**config.mk**
```make
export PLATFORM = sky130hd
export DESIGN_NAME = vga_timing_gen
export DESIGN_NICKNAME = d
export VERILOG_FILES = /design/src/rtl/vga_pkg.sv /design/src/rtl/vga_pix_div.sv /design/src/rtl/vga_timing_gen.sv
export SDC_FILE = /design/constraint.sdc
export NUM_CORES = 1
export LEC_CHECK = 0
export BUFFER_PORTS_ARGS = -buffer_cell sky130_fd_sc_hd__buf_4
export CAP_MARGIN = 0
export CORE_MARGIN = 4
export CORE_UTILIZATION = 59
export DETAILED_ROUTE_END_ITERATION = 10
export HOLD_SLACK_MARGIN = 0.05
export PLACE_DENSITY = 0.84
export SYNTH_ARGS = -nofsm -noshare
export SYNTH_HDL_FRONTEND = slang
export SYNTH_SLANG_ARGS = --single-unit
```
**constraint.sdc**
```tcl
create_clock -name clk -period 4.2 [get_ports clk]
set_input_delay 0.21 -clock clk [delete_from_list [all_inputs] [get_ports clk]]
set_output_delay 0.21 -clock clk [all_outputs]
set_load 0.005 [all_outputs]
```
**src/rtl/vga_pkg.sv**
```systemverilog
// vga_pkg: VGA mode timing constants and the sync-window helper.
package vga_pkg;
  localparam int VGA_CLK_DIV  = 4;
  localparam int VGA_H_ACTIVE = 640;
  localparam int VGA_H_FP     = 16;
  localparam int VGA_H_SYNC   = 96;
  localparam int VGA_H_BP     = 48;
  localparam int VGA_V_ACTIVE = 480;
  localparam int VGA_V_FP     = 10;
  localparam int VGA_V_SYNC   = 2;
  localparam int VGA_V_BP     = 33;
  localparam logic VGA_HS_POL = 1'b0;
  localparam logic VGA_VS_POL = 1'b0;
  // 800x600@72 runs at 50 MHz, i.e. divide-by-2 from a 100 MHz system clock
  localparam int SVGA_CLK_DIV  = 2;
  localparam int SVGA_H_ACTIVE = 800;
  localparam int SVGA_H_FP     = 56;
  localparam int SVGA_H_SYNC   = 120;
  localparam int SVGA_H_BP     = 64;
  localparam int SVGA_V_ACTIVE = 600;
  localparam int SVGA_V_FP     = 37;
  localparam int SVGA_V_SYNC   = 6;
  localparam int SVGA_V_BP     = 23;
  localparam logic SVGA_HS_POL = 1'b1;
  localparam logic SVGA_VS_POL = 1'b1;

  function automatic logic sync_act(input int cnt, input int act, input int fp, input int sync);
    return (cnt >= act + fp) && (cnt < act + fp + sync);
  endfunction
endpackage

```
**src/rtl/vga_pix_div.sv**
```systemverilog
// vga_pix_div: divides the system clock down to a one-clk-wide pixel enable.
module vga_pix_div
  import vga_pkg::*;
#(
  parameter int CLK_DIV = VGA_CLK_DIV
) (
  input  logic clk,
  input  logic reset,
  input  logic en,
  output logic p_tick
);
  localparam int DW = CLK_DIV > 1 ? $clog2(CLK_DIV) : 1;
  localparam logic [DW-1:0] LAST = DW'(CLK_DIV - 1);

  logic [DW-1:0] r_div;

  always_ff @(posedge clk or negedge reset) begin
    if (!reset) r_div <= '0;
    else if (en) r_div <= (r_div == LAST) ? '0 : r_div + DW'(1);
  end

  // reset gates the tick so CLK_DIV=1 stays quiet while held in reset
  assign p_tick = en && reset && (r_div == LAST);
endmodule

```
**src/rtl/vga_timing_gen.sv**
```systemverilog
// vga_timing_gen: parametrised VGA sync, coordinate and strobe generator.
module vga_timing_gen
  import vga_pkg::*;
#(
  parameter int   CLK_DIV  = VGA_CLK_DIV,
  parameter int   H_ACTIVE = VGA_H_ACTIVE,
  parameter int   H_FP     = VGA_H_FP,
  parameter int   H_SYNC   = VGA_H_SYNC,
  parameter int   H_BP     = VGA_H_BP,
  parameter int   V_ACTIVE = VGA_V_ACTIVE,
  parameter int   V_FP     = VGA_V_FP,
  parameter int   V_SYNC   = VGA_V_SYNC,
  parameter int   V_BP     = VGA_V_BP,
  parameter logic HS_POL   = VGA_HS_POL,
  parameter logic VS_POL   = VGA_VS_POL,
  parameter int   CW       = 10
) (
  input  logic          clk,
  input  logic          reset,
  input  logic          en,
  output logic          p_tick,
  output logic [CW-1:0] px,
  output logic [CW-1:0] py,
  output logic          hsync,
  output logic          vsync,
  output logic          vidon,
  output logic          vblank,
  output logic          sol,
  output logic          sof
);
  localparam int H_TOTAL = H_ACTIVE + H_FP + H_SYNC + H_BP;
  localparam int V_TOTAL = V_ACTIVE + V_FP + V_SYNC + V_BP;

  if (CLK_DIV < 1 || H_FP < 1 || H_SYNC < 1 || H_BP < 1 || V_FP < 1 || V_SYNC < 1 || V_BP < 1) begin : g_bad_timing
    $fatal(1, "vga_timing_gen: CLK_DIV, porch and sync parameters must be >= 1");
  end
  if ((longint'(1) << CW) < longint'(H_TOTAL) || (longint'(1) << CW) < longint'(V_TOTAL)) begin : g_bad_cw
    $fatal(1, "vga_timing_gen: CW too narrow for H_TOTAL/V_TOTAL");
  end

  logic          w_tick;
  logic          w_hwrap;
  logic [CW-1:0] w_px_nx;
  logic [CW-1:0] w_py_nx;
  logic [CW-1:0] r_px;
  logic [CW-1:0] r_py;
  logic          r_hsync;
  logic          r_vsync;
  logic          r_vidon;
  logic          r_vblank;

  vga_pix_div #(.CLK_DIV(CLK_DIV)) u_div (
    .clk    (clk),
    .reset  (reset),
    .en     (en),
    .p_tick (w_tick)
  );

  always_comb begin
    w_hwrap = w_tick && (r_px == CW'(H_TOTAL - 1));
    w_px_nx = !w_tick ? r_px : w_hwrap ? '0 : r_px + CW'(1);
    w_py_nx = !w_hwrap ? r_py : (r_py == CW'(V_TOTAL - 1)) ? '0 : r_py + CW'(1);
  end

  // flags are decoded from the next counts so they line up with px/py on every cycle
  always_ff @(posedge clk or negedge reset) begin
    if (!reset) begin
      r_px     <= '0;
      r_py     <= '0;
      r_hsync  <= !HS_POL;
      r_vsync  <= !VS_POL;
      r_vidon  <= 1'b0;
      r_vblank <= 1'b0;
    end else begin
      r_px     <= w_px_nx;
      r_py     <= w_py_nx;
      r_hsync  <= sync_act(int'(w_px_nx), H_ACTIVE, H_FP, H_SYNC) ~^ HS_POL;
      r_vsync  <= sync_act(int'(w_py_nx), V_ACTIVE, V_FP, V_SYNC) ~^ VS_POL;
      r_vidon  <= (int'(w_px_nx) < H_ACTIVE) && (int'(w_py_nx) < V_ACTIVE);
      r_vblank <= int'(w_py_nx) >= V_ACTIVE;
    end
  end

  assign p_tick = w_tick;
  assign px     = r_px;
  assign py     = r_py;
  assign hsync  = r_hsync;
  assign vsync  = r_vsync;
  assign vidon  = r_vidon;
  assign vblank = r_vblank;
  assign sol    = w_tick && (r_px == '0);
  assign sof    = sol && (r_py == '0);
endmodule

```
==> qor.csv <==
metric;value;unit
status;complete, no violations;
fin_tns_setup;0;ns
path_class;input port to flip-flop;
grt_overflow;0;
holdBufCountCts;1;
slew_headroom;65.1;%
dp.final_hpwl;2590;µm
switching_share;27.9;%
pwr-share-seq;52.0;%
leakage;0.000860;µW
avgSynthCellArea;9.38;µm²
cts_tree;done;
dieArea;0.00353;mm²
dr.pass1.iters;4;
clkTransAtPathRegs;0.15;ns
fin_crit_sh;70.9;%
hold_class;input port to flip-flop;
dr.first_iter.drc_count;93;
crit_family;simple AND/OR/NAND/NOR gates;
synthCells;166;
syn_area;0.00156;mm²
fmax;336;MHz
synth_ff_type;dfrtp_1;
insertion_delay;0.32;ns
finalCriticalPeriod;2.98;ns
worst_pin_slew;0.524;ns
yosysUniqueCellTypes;51;
ys_seq_area_share;41.9;%
num_rows;18;
skew;0.0117;ns
arrival;3.19;ns
syn_nets;174;
hold_ws;0.169;ns
num_vias;1442;
p_int;433;µW
port_buffers;29;
async_reset_ff_share;100;%
final_common_cell;buf_4;
pwr-share-clk;28.2;%
critPathMaxStageDelay;0.85;ns
startpoint_type;input port;
ys.warnings.count;0;
cp_cell_sequence;dlygate4sd3_1 -> buf_4 -> nand4_2 -> or4b_1 -> or4_4 -> a22oi_2 -> a211oi_1;
ctsResizeCount;0;
drcViolationCount;0;
netlist_top_cells_area;dfrtp_1 (39%), nand3_1 (4.5%), ha_1 (4.0%);
p_per_area;322;mW/mm²
drive_gt1_share;23.1;%
critPathCaptureType;flip-flop;
final_cell_mix;buf_4 (30), dfrtp_1 (24), nand3_1 (14), nand2_1 (14);
finalHoldViolCount;0;
rsz0062_at_grt;no;
grt_max_degree;29;
areaGrowthSynthToFinish;19.7;%
wirelength;3730;µm
yosys.area.top_type;dfrtp_1;
grt_pass1_wl;6290;µm
drv_cap;0;
worst_path_max_delay_cell;or4b_1;
synth_top_area_share;38.6;%
root_buffer;clkbuf_4;
power.switching;167;µW
finalSetupViolCount;0;
fp.dieW;59.4;µm
power.total;600;µW
power_frac_comb;19.8;%
viasPerCell;6.41;
die_y;59.4;µm
worstPathRequired;4.41;ns
crit_fanout;28;
gp_congestion;0.854;
track_usage;23.1;%
io_pins;30;
max-clock-path-buffers;2;
cts_buffers;3;
drv_slew;0;
cp_num_buf_inv;2;
h-tree-depth;1;
synth_edf_count;0;
coreArea;0.00250;mm²
antenna_cells;0;
max-vdd-ir-drop;0.000289;V
ant_nets;0;
post_cts_buffers;0;
nets;204;
start_util;62.3;%
nFillCells;195;
cts_sinks;26;
routedWlPerCell;16.6;µm
ys_ff_latch;26;
first_global_vias;1353;
antenna_found_initial;0;
layer usage:
layer  up-vias  routed length [µm]  share of wire, %  track usage, %
met4         0                  30              0.80            7.77
met2        54                1740                47            36.5
met1       688                1710                46            31.9
met5         -                   0                 0               0
met3         4                 246               6.6            4.14
li1        696                   -                 -               -
final timing paths:
kind	startpoint	endpoint	slack, ns	depth (start not counted)
worst max-delay path	reset	vidon	1.22	7
worst min-delay path	en	u_div.r_div[0]	0.17	2
worst max register to register	px[1]	vidon	1.30	6
worst min register to register	u_div.r_div[1]	u_div.r_div[1]	0.55	1
max in group asynchronous	reset	hsync	3.57	2
min in group asynchronous	reset	px[1]	0.33	2
state kept, by name (all words and copies together), names as in the netlist:
register	flops
u_div.r_div	2
vsync	1
px	10
py	10
hsync	1
vidon	1
vblank	1
final cells by class:
| class | instances | area (µm²) | share of cell area [%] |
|---|---|---|---|
| multi-input combinational | 125 | 852 | 45.7 |
| tap | 30 | 37.5 | 2.01 |
| clock inverter | 1 | 30.0 | 1.61 |
| timing repair buffer | 31 | 235 | 12.6 |
| inverter | 9 | 33.8 | 1.81 |
| sequential | 26 | 653 | 35.0 |
| clock buffer | 3 | 22.5 | 1.21 |
worst reg2reg max path, stage by stage (launching register included):
cell and delay (ns):
dfrtp_1 0.48, ha_1 0.26, nand4_2 0.23, or4b_1 0.85
or4_4 0.62, a22oi_2 0.25, a211oi_1 0.10
cells by family (layout without fill, tap and decap cells):
logic type / count (synthesis) / in the layout / synth area share (%)
buffers and inverters: 15 / 44 / 3.77
multiplexers: 4 / 4 / 2.73
AND/OR/NAND/NOR: 73 / 73 / 28.0
AO/OA/AOI/OAI: 40 / 40 / 17.9
adder cells (fa/ha/maj): 5 / 5 / 4.02
flip-flops: 26 / 26 / 41.9
XOR/XNOR: 3 / 3 / 1.69
power by group through the flow:
stage | clock, µW | sequential [µW] | combinational [µW]
after floorplan | 0 | 309 | 65.4
final | 169 | 312 | 119
after global routing | 190 | 316 | 135
after CTS | 174 | 311 | 121
after detailed placement | 0 | 316 | 118
after global placement | 0 | 309 | 114
Yosys cell counts, types with 2 or more instances:
library cell and instances:
mux2_2 2, nand4_1 4, inv_1 9, dfrtp_1 24, and3_1 5, clkbuf_1 4, nor2b_1 2, xor2_1 2
nor3_1 5, a21o_1 3, o31ai_1 5, o21a_1 2, nand2_1 14, or2_2 2, nor4_1 6, o21ai_0 9
nand3_1 14, dfstp_2 2, nor2_1 5, a21oi_1 6, mux2i_1 2, and4_1 3, or4_1 4, ha_1 5
stage by stage:
step                instance area [µm²]  setup WS (ns)  util [%]  std cells
CTS                                1860           1.24      74.6        225
floorplan                          1560           1.76         -        166
global route                       1860           1.10      74.6        225
detailed placement                 1800           1.38      72.1        220
global placement                   1800           1.48      72.1        220
finish                             1860           1.22      74.6        225
Note: power is estimated with default switching activity, not from simulation.
